===== src/rtl/mips_memory_access_aligner_pkg.sv =====
// Shared size encoding, FSM states and size helper for the memory access aligner.
package mips_memory_access_aligner_pkg;

  localparam int unsigned SIZE_W = 2;

  localparam logic [SIZE_W-1:0] SIZE_NONE = 2'd0;
  localparam logic [SIZE_W-1:0] SIZE_BYTE = 2'd1;
  localparam logic [SIZE_W-1:0] SIZE_HALF = 2'd2;
  localparam logic [SIZE_W-1:0] SIZE_WORD = 2'd3;

  typedef enum logic [1:0] {
    ST_IDLE  = 2'd0,
    ST_BEAT1 = 2'd1,
    ST_BEAT2 = 2'd2,
    ST_RESP  = 2'd3
  } state_t;

  // Number of bytes touched by an access size (0, 1, 2 or 4).
  function automatic logic [2:0] size_bytes(input logic [SIZE_W-1:0] size);
    case (size)
      SIZE_BYTE: size_bytes = 3'd1;
      SIZE_HALF: size_bytes = 3'd2;
      SIZE_WORD: size_bytes = 3'd4;
      default:   size_bytes = 3'd0;
    endcase
  endfunction

endpackage


===== src/rtl/mips_memory_access_aligner_lane_shifter.sv =====
// Combinational lane shifter: double-width byte enables and store data for an offset access.
module mips_memory_lane_shifter #(
  parameter int unsigned BYTES = 4
) (
  input  logic [$clog2(BYTES)-1:0] off,
  input  logic [2:0]               n,
  input  logic [8*BYTES-1:0]       data,
  output logic [2*BYTES-1:0]       wide_be,
  output logic [16*BYTES-1:0]      wide_data
);

  localparam int unsigned OFF_W = $clog2(BYTES);

  logic [2*BYTES-1:0] mask;

  // Low n bits set, then both enables and data are moved up by the byte offset.
  always_comb begin
    mask      = ((2*BYTES)'(1) << n) - (2*BYTES)'(1);
    wide_be   = mask << off;
    wide_data = {{(8*BYTES){1'b0}}, data} << {off, 3'b000};
  end

endmodule


===== src/rtl/mips_memory_access_aligner.sv =====
// Load/store aligner between the MEM stage and the data bus; splits boundary-crossing accesses.
module mips_memory_access_aligner
  import mips_memory_access_aligner_pkg::*;
#(
  parameter int unsigned BYTES  = 4,
  parameter int unsigned ADDR_W = 32
) (
  input  logic                 clock,
  input  logic                 resetN,
  input  logic                 reqValid,
  output logic                 reqReady,
  input  logic [ADDR_W-1:0]    reqAddr,
  input  logic [1:0]           reqSize,
  input  logic                 reqWrite,
  input  logic                 reqSigned,
  input  logic [8*BYTES-1:0]   reqData,
  output logic                 busValid,
  input  logic                 busAck,
  output logic [ADDR_W-1:0]    busAddr,
  output logic                 busWrite,
  output logic [BYTES-1:0]     busByteEnable,
  output logic [8*BYTES-1:0]   busWData,
  input  logic [8*BYTES-1:0]   busRData,
  output logic                 respValid,
  input  logic                 respReady,
  output logic [8*BYTES-1:0]   respData
);

  localparam int unsigned OFF_W = $clog2(BYTES);
  localparam int unsigned DW    = 8 * BYTES;

  state_t state, state_next;
  logic   accept, ack;

  logic [ADDR_W-1:0]  base_q;
  logic [OFF_W-1:0]   off_q;
  logic [2:0]         n_q;
  logic               write_q, signed_q, split_q;
  logic [2*BYTES-1:0] be_q;
  logic [2*DW-1:0]    wdata_q;
  logic [DW-1:0]      rdata1_q;

  logic [OFF_W-1:0]   req_off;
  logic [2:0]         req_n;
  logic [ADDR_W-1:0]  req_base;
  logic               req_split;
  logic [2*BYTES-1:0] sh_be;
  logic [2*DW-1:0]    sh_wdata;

  logic [DW-1:0]      lo, hi;
  logic [2*DW-1:0]    shifted;
  logic               fill;
  logic [DW-1:0]      load_c;

  assign req_off   = reqAddr[OFF_W-1:0];
  assign req_n     = size_bytes(reqSize);
  assign req_base  = {reqAddr[ADDR_W-1:OFF_W], OFF_W'(0)};
  assign req_split = (int'(req_off) + int'(req_n)) > int'(BYTES);

  mips_memory_lane_shifter #(.BYTES(BYTES)) u_shifter (
    .off       (req_off),
    .n         (req_n),
    .data      (reqData),
    .wide_be   (sh_be),
    .wide_data (sh_wdata)
  );

  // State register.
  always_ff @(posedge clock or negedge resetN) begin
    if (!resetN) state <= ST_IDLE;
    else         state <= state_next;
  end

  // Next-state decode and handshake strobes.
  always_comb begin
    state_next = state;
    accept     = 1'b0;
    ack        = 1'b0;
    case (state)
      ST_IDLE: if (reqValid) begin
        accept     = 1'b1;
        state_next = (reqSize == SIZE_NONE) ? ST_RESP : ST_BEAT1;
      end
      ST_BEAT1: if (busAck) begin
        ack        = 1'b1;
        state_next = split_q ? ST_BEAT2 : ST_RESP;
      end
      ST_BEAT2: if (busAck) begin
        ack        = 1'b1;
        state_next = ST_RESP;
      end
      ST_RESP: if (respReady) state_next = ST_IDLE;
      default: state_next = ST_IDLE;
    endcase
  end

  // Request fields captured at acceptance; first read beat kept for split loads.
  always_ff @(posedge clock or negedge resetN) begin
    if (!resetN) begin
      base_q   <= '0;
      off_q    <= '0;
      n_q      <= '0;
      write_q  <= 1'b0;
      signed_q <= 1'b0;
      split_q  <= 1'b0;
      be_q     <= '0;
      wdata_q  <= '0;
      rdata1_q <= '0;
    end else begin
      if (accept) begin
        base_q   <= req_base;
        off_q    <= req_off;
        n_q      <= req_n;
        write_q  <= reqWrite;
        signed_q <= reqSigned;
        split_q  <= req_split;
        be_q     <= sh_be;
        wdata_q  <= sh_wdata;
      end
      if (state == ST_BEAT1 && ack) rdata1_q <= busRData;
    end
  end

  // Load reassembly: undo the lane shift, keep n bytes, extend the rest.
  always_comb begin
    lo      = (state == ST_BEAT2) ? rdata1_q : busRData;
    hi      = (state == ST_BEAT2) ? busRData : '0;
    shifted = {hi, lo} >> {off_q, 3'b000};
    fill    = 1'b0;
    for (int j = 1; j <= 4; j++) begin
      if (n_q == 3'(j)) fill = signed_q & shifted[8*j-1];
    end
    load_c = '0;
    for (int i = 0; i < int'(DW); i++) begin
      load_c[i] = (i < 8 * int'(n_q)) ? shifted[i] : fill;
    end
    if (write_q || n_q == 3'd0) load_c = '0;
  end

  // Registered outputs, driven from the state being entered.
  always_ff @(posedge clock or negedge resetN) begin
    if (!resetN) begin
      reqReady      <= 1'b1;
      busValid      <= 1'b0;
      busAddr       <= '0;
      busWrite      <= 1'b0;
      busByteEnable <= '0;
      busWData      <= '0;
      respValid     <= 1'b0;
      respData      <= '0;
    end else begin
      reqReady  <= (state_next == ST_IDLE);
      respValid <= (state_next == ST_RESP);
      case (state_next)
        ST_BEAT1: if (state == ST_IDLE) begin
          busValid      <= 1'b1;
          busAddr       <= req_base;
          busWrite      <= reqWrite;
          busByteEnable <= sh_be[BYTES-1:0];
          busWData      <= sh_wdata[DW-1:0];
        end
        ST_BEAT2: begin
          busValid      <= 1'b1;
          busAddr       <= base_q + ADDR_W'(BYTES);
          busWrite      <= write_q;
          busByteEnable <= be_q[2*BYTES-1:BYTES];
          busWData      <= wdata_q[2*DW-1:DW];
        end
        default: begin
          busValid      <= 1'b0;
          busAddr       <= '0;
          busWrite      <= 1'b0;
          busByteEnable <= '0;
          busWData      <= '0;
        end
      endcase
      if (state_next == ST_RESP) begin
        if (state != ST_RESP) respData <= (state == ST_IDLE) ? '0 : load_c;
      end else begin
        respData <= '0;
      end
    end
  end

endmodule


===== config.mk =====
export PLATFORM = sky130hd
export DESIGN_NAME = mips_memory_access_aligner
export DESIGN_NICKNAME = d
export VERILOG_FILES = /design/src/rtl/mips_memory_access_aligner_pkg.sv /design/src/rtl/mips_memory_access_aligner_lane_shifter.sv /design/src/rtl/mips_memory_access_aligner.sv
export SDC_FILE = /design/constraint.sdc
export NUM_CORES = 1
export LEC_CHECK = 0
export BUFFER_PORTS_ARGS = -buffer_cell sky130_fd_sc_hd__buf_4
export CORE_AREA = 2 2 156 158
export CTS_CLUSTER_SIZE = 30
export DETAILED_ROUTE_END_ITERATION = 8
export DIE_AREA = 0 0 158 160
export PLACE_DENSITY = 0.78
export SYNTH_ARGS = -nofsm -noshare
export SYNTH_HDL_FRONTEND = slang
export SYNTH_SLANG_ARGS = --single-unit

===== constraint.sdc =====
create_clock -name clock -period 8 [get_ports clock]
set_clock_uncertainty 0.15 [all_clocks]
set_input_delay 2 -clock clock [delete_from_list [all_inputs] [get_ports clock]]
set_output_delay 2 -clock clock [all_outputs]
set_load 0.005 [all_outputs]

# == Word-level counts from Yosys, hierarchy flattened ==
# Cells that the tools add are included.
# classes
n_lt_le_gt_ge,33
n_eq_ne,16
shift,4
n_bitwise,4
mux,64
n_reduce_logical,7
add_sub_neg,3
# op_table
op,n
two-way mux 32 bit,8
case mux 32 bit (2 select lines),2
"< comparator 5 x 6 -> 1 bit, first input constant",16
<< shifter 32 x 5 -> 64 bit,1
>> shifter 64 x 5 -> 32 bit,1
"< comparator 4 x 6 -> 1 bit, first input constant",8
two-way mux 1 bit,43
"adder 32 x 3 -> 32 bit, second input constant",1
"< comparator 3 x 6 -> 1 bit, first input constant",4
"== test 2 bit, second input constant",6
"< comparator 1 x 6 -> 1 bit, first input constant",2
"< comparator 2 x 6 -> 1 bit, first input constant",2
two-way mux 2 bit,5
case mux 3 bit (3 select lines),1
case mux 2 bit (4 select lines),1
case mux 4 bit (2 select lines),1
"<< shifter 1 x 3 -> 8 bit, first input constant",1
<< shifter 8 x 2 -> 8 bit,1
"subtractor 8 x 2 -> 8 bit, second input constant",1
"== test 2 x 1 -> 1 bit, second input constant",3
"== test 3 x 2 -> 1 bit, second input constant",2
logical NOT 2 bit,3
adder 2 x 3 -> 4 bit,1
AND 1 bit,4
other kinds (11),13
# word_totals
out_inout_bits,104
in_bits,105
wordCells,149
reg_bits,248

# == Depth between registers and ports, before layout ==
# depth
word_depth,13
mapped_depth,13
ltp_nobuf,12

# == Hierarchy ==
# Synthesis repeated with hierarchy kept, for this count alone.
# unflattened
hier_cells,1292
hier_area_um2,11907.7
# modules_own_cells
module,n_inst,seq_area_each_um2,cells_per_inst,area_per_inst_um2
mips_memory_access_aligner,1,5256.3,1112,10770.3
mips_memory_lane_shifter,1,0.0,180,1137.3

# == Worst setup path after synthesis ==
# OpenSTA, ideal clock, no wires.
# synth_timing
path_type,in2reg
startpoint,in reqSize[0]
endpoint,reg respData[24]
setup_ns,0.067
required_time_ns,7.783
path_slack_ns,3.753
n_path_buf,1
stages,12
t_arrival_ns,4.030
cell_sequence,nor2_1 -> nand2_1 -> o21ai_0 -> nor2_1 -> a31oi_1 -> ha_1 -> nor2b_1 -> and3_1 -> buf_1 -> a31oi_1 -> a31oi_2 -> a22o_1
# synth_via
elab_chain_len,6
elab_cells_between_ends,7
cone_classes,eq/ne (2); mux (4); reduce/logical (1)
# synth_lines
element,line,rtl
"start, declared",mips_memory_access_aligner.sv:13,"input logic [1:0] reqSize,"
logical NOT 2 bit (*),mips_memory_access_aligner.sv:82,state_next = (reqSize == SIZE_NONE) ? ST_RESP : ST_BEAT1;
two-way mux 2 bit (*),mips_memory_access_aligner.sv:82,
two-way mux 2 bit (*),mips_memory_access_aligner.sv:80,ST_IDLE: if (reqValid) begin
case mux 2 bit (4 select lines) (*),mips_memory_access_aligner.sv:79,case (state)
via state_next[1],mips_memory_access_aligner.sv:32,"state_t state, state_next;"
== test 2 bit (*),mips_memory_access_aligner.sv:177,if (state_next == ST_RESP) begin
!= test 2 x 1 -> 1 bit (no source line) / two-way mux 32 bit (equally long branches),--,
"end signal, assigned",mips_memory_access_aligner.sv:178,if (state != ST_RESP) respData <= (state == ST_IDLE) ? '0 : load_c;
"end, declared",mips_memory_access_aligner.sv:26,output logic [8*BYTES-1:0] respData
# The timed path passes the listed nets; every way through them passes the cells marked *.
# A chain may end at the register's enable or synchronous reset.

# == Final worst setup path ==
# layout_timing
startpoint,in reqSize[0]
endpoint,reg busWData[7]
# layout_via
elab_chain_len,6
elab_cells_between_ends,8
cone_classes,eq/ne (3); mux (4); reduce/logical (1)
# layout_lines
element,line,rtl
logical NOT 2 bit (*),mips_memory_access_aligner.sv:82,
two-way mux 2 bit (*),mips_memory_access_aligner.sv:82,
two-way mux 2 bit (*),mips_memory_access_aligner.sv:80,
case mux 2 bit (4 select lines) (*),mips_memory_access_aligner.sv:79,
via state_next[1],mips_memory_access_aligner.sv:32,
== test 2 bit / == test 2 x 1 -> 1 bit (equally long branches),mips_memory_access_aligner.sv:154,case (state_next)
case mux 32 bit (2 select lines) / != test 2 bit (equally long branches),--,
"end signal, assigned",mips_memory_access_aligner.sv:160,busWData <= sh_wdata[DW-1:0];
"end signal, assigned",mips_memory_access_aligner.sv:167,busWData <= wdata_q[2*DW-1:DW];
"end, declared",mips_memory_access_aligner.sv:22,"output logic [8*BYTES-1:0] busWData,"
# Marked as above.

==> flow_summary.json <==
{
  "die_area_um2": 25300,
  "synthCells": 974,
  "drt_wl_total_um": 29100,
  "antenna_left": 0,
  "nFillCells": 2117,
  "grt_pass1_wl_um": 45900,
  "drv_cap": 0,
  "die_y_um": 160,
  "fin_cells": 1481,
  "regArea_um2": 5060,
  "cts.path.max_buffers": 3,
  "leakage_nw": 5.90,
  "synth_area_um2": 10500,
  "dpl.cell_count": 1440,
  "synth_cell_types": 57,
  "io_pins": 209,
  "cts_tree": "yes",
  "multi_input_area_um2": 5040,
  "critPathKind": "input pin to flip-flop",
  "cts-root-buf": "clkbuf_16",
  "irDropWorstVdd_uv": 191,
  "core_area_um2": 23800,
  "hpwl_um": 20000,
  "rows": 57,
  "drt_iter0_markers": 804,
  "cp.required_ps": 8300,
  "rsz0062_at_grt": "false",
  "htreeDepth": 1,
  "relSlewSlack_pct": 19.9,
  "fin_crit_sh_pct": 61.3,
  "ys.flop_type": "dfrtp_1",
  "critPathArrivalTime_ps": 5210,
  "final_common_cell": "buf_4",
  "cp-start-kind": "input pin",
  "drcViolationCount": 0,
  "cts_buffers": 23,
  "antenna_found_initial": 1,
  "hold_buffers": 0,
  "max_stage_delay_ps": 630,
  "start_util_pct": 44.0,
  "wire_per_inst_um": 19.6,
  "fin_nets": 1255,
  "slew_violations": 0,
  "synth_seq_cells": 202,
  "postCtsSetupBuffers": 0,
  "cts_resized": 0,
  "firstDrtPassIters": 6,
  "async_flop_share_pct": 100,
  "final_cell_mix": "buf_4, dfrtp_1, nand2_1",
  "synth.avg_cell_area_um2": 10.8,
  "layout_min_cycle_time_ps": 4900,
  "grt_max_degree": 92,
  "syn2layout_area_growth_pct": 23.2,
  "clk_latency_ps": 520,
  "worstPathMaxFanout": 42,
  "grt_pass1_vias": 8422,
  "crit_chain": "buf_4 -> nor2_1 -> nand2_1 -> o21ai_0 -> nor2_1 -> a31oi_1 -> ha_1 -> and3_1 -> buf_4 -> nand2_1 -> nor2_1 -> a22oi_1 -> nand2_1",
  "worst_pin_slew_ps": 1200,
  "synth-edff-count": 0,
  "setup_violations": 0,
  "cts.reportedPaths.clkPinSlew_ps": 60,
  "ys_seq_area_share_pct": 48.2,
  "powerDensity_nw_per_um2": 351,
  "cp_slowest_cell": "nor2_1",
  "final.setup.tns_ps": 0,
  "hold_viol": 0,
  "fmax_ghz": 0.204,
  "endpoint_kind": "flip-flop",
  "status": "completed",
  "via_per_inst": 5.84,
  "route.vias.total": 8655,
  "cts_sinks": 202,
  "io_buffers": 206,
  "layout-drive-gt1-share_pct": 31.1,
  "gp_congestion": 0.900,
  "synth_warnings": 0,
  "min_path_type": "flip-flop to flip-flop",
  "grt_overflow": 0,
  "die_width_um": 158,
  "grt_use_total_pct": 22.8
}
[worst max-delay path: cells and delay by family]
kind,cells,cell delay (ps)
adders and majority gates,1,230
and+or+nand+nor,7,1810
buffers and inverters,2,540
AOI/OAI and AO/OA,3,610
[metrics by stage]
stage | worst slack, ps | hold slack [ps] | util (%) | instance area (um2) | total power [W]
after floorplan | 3750 | 300 | - | 10500 | 0.00290
after global placement | 2730 | 312 | 51.1 | 12200 | 0.00342
after detailed placement | 2680 | 316 | 51.1 | 12200 | 0.00348
after CTS | 3200 | 335 | 54.2 | 12900 | 0.00455
after global routing | 2810 | 362 | 54.2 | 12900 | 0.00483
final | 3100 | 331 | 54.2 | 12900 | 0.00454
[final timing paths]
check                                    end  slack (ps)        start  depth (start not counted)
worst max-delay path             busWData[7]        3100   reqSize[0]                         13
worst min-delay path             busWData[2]         330  busWData[2]                          2
worst max register to register   busWData[7]        4330     state[0]                         10
worst min register to register   busWData[2]         330  busWData[2]                          2
max in group asynchronous         base_q[19]        4950       resetN                          2
min in group asynchronous       busWData[11]        1320       resetN                          1
[power by group]
group | switching [W] | internal, W | total [W] | leakage [nW]
clock network | 0.000426 | 0.000629 | 0.00105 | 0.369
registers | 0.000298 | 0.00139 | 0.00169 | 2.63
logic | 0.000973 | 0.000827 | 0.00180 | 2.90
total | 0.00170 | 0.00284 | 0.00454 | 5.90
[state kept, by name (all words and copies together), names as in the netlist, 2 cells and up]
| register | flops |
|---|---|
| busAddr | 30 |
| busWData | 32 |
| be_q | 4 |
| busByteEnable | 4 |
| off_q | 2 |
| n_q | 3 |
| state | 2 |
| respData | 32 |
| rdata1_q | 32 |
| wdata_q | 24 |
| base_q | 30 |
[per-layer routing]
layer  up-vias  global-route usage (%)  part of all wire [%]
met4         0                    7.66                   3.3
met2       404                    35.2                    46
met3        62                    4.83                   8.8
met5         -                       0                     0
met1      4294                    31.8                    42
li1       3895                       -                     -
[kinds of logic (layout without fill, tap and decap cells)]
logic type,after synthesis,count (layout),synth area share (%)
and+or+nand+nor,257,257,11.2
AOI/OAI and AO/OA,235,235,15.9
DFF,202,202,48.2
muxes,153,153,17.2
buffers and inverters,87,268,3.86
xor gates and xnor gates,30,30,2.51
adders and majority gates,9,9,1.15
other,1,3,0.0358
[synth_stat cells, types with 2 or more instances]
cell type / number / area (um2)
a221oi_1: 2 / 17.5
nor2b_1: 10 / 62.6
buf_2: 23 / 115
o21a_1: 7 / 52.6
a221o_1: 10 / 100
inv_1: 11 / 41.3
or3_1: 2 / 12.5
o211ai_1: 6 / 45.0
buf_4: 3 / 22.5
o21ai_1: 15 / 75.1
mux2_2: 82 / 923
o21ai_0: 62 / 310
a32o_1: 15 / 150
a222oi_1: 2 / 20.0
a21oi_1: 12 / 60.1
and4_1: 5 / 43.8
a22o_1: 10 / 87.6
nand2_1: 137 / 514
nand2b_1: 6 / 37.5
nand4_1: 7 / 43.8
mux4_2: 13 / 293
and3_1: 8 / 50.1
a32oi_1: 2 / 17.5
buf_6: 5 / 56.3
o221ai_1: 13 / 114
xnor2_1: 13 / 114
nor2_1: 32 / 120
o31ai_1: 9 / 67.6
ha_1: 8 / 100
mux2i_1: 57 / 571
a31oi_1: 4 / 25.0
xor2_1: 17 / 149
nor3_1: 9 / 45.0
clkbuf_1: 33 / 124
a211oi_1: 6 / 45.0
nand3_1: 30 / 150
buf_1: 9 / 33.8
dfrtp_1: 201 / 5030
a22oi_1: 56 / 420
nor3_2: 2 / 20.0
inv_2: 2 / 7.51
and2_1: 2 / 12.5
a31oi_2: 2 / 25.0
[final cells by class]
cell class | instances | share of cell area (%)
Timing Repair Buffer | 214 | 12.5
Sequential cell | 202 | 39.2
Multi-Input combinational cell | 686 | 39.0
Tap cell | 324 | 3.14
Inverter | 14 | 0.407
Antenna cell | 1 | 0.0194
Clock inverter | 9 | 0.785
Clock buffer | 31 | 5.00
No activity file was read; power rests on OpenSTA's default activity.
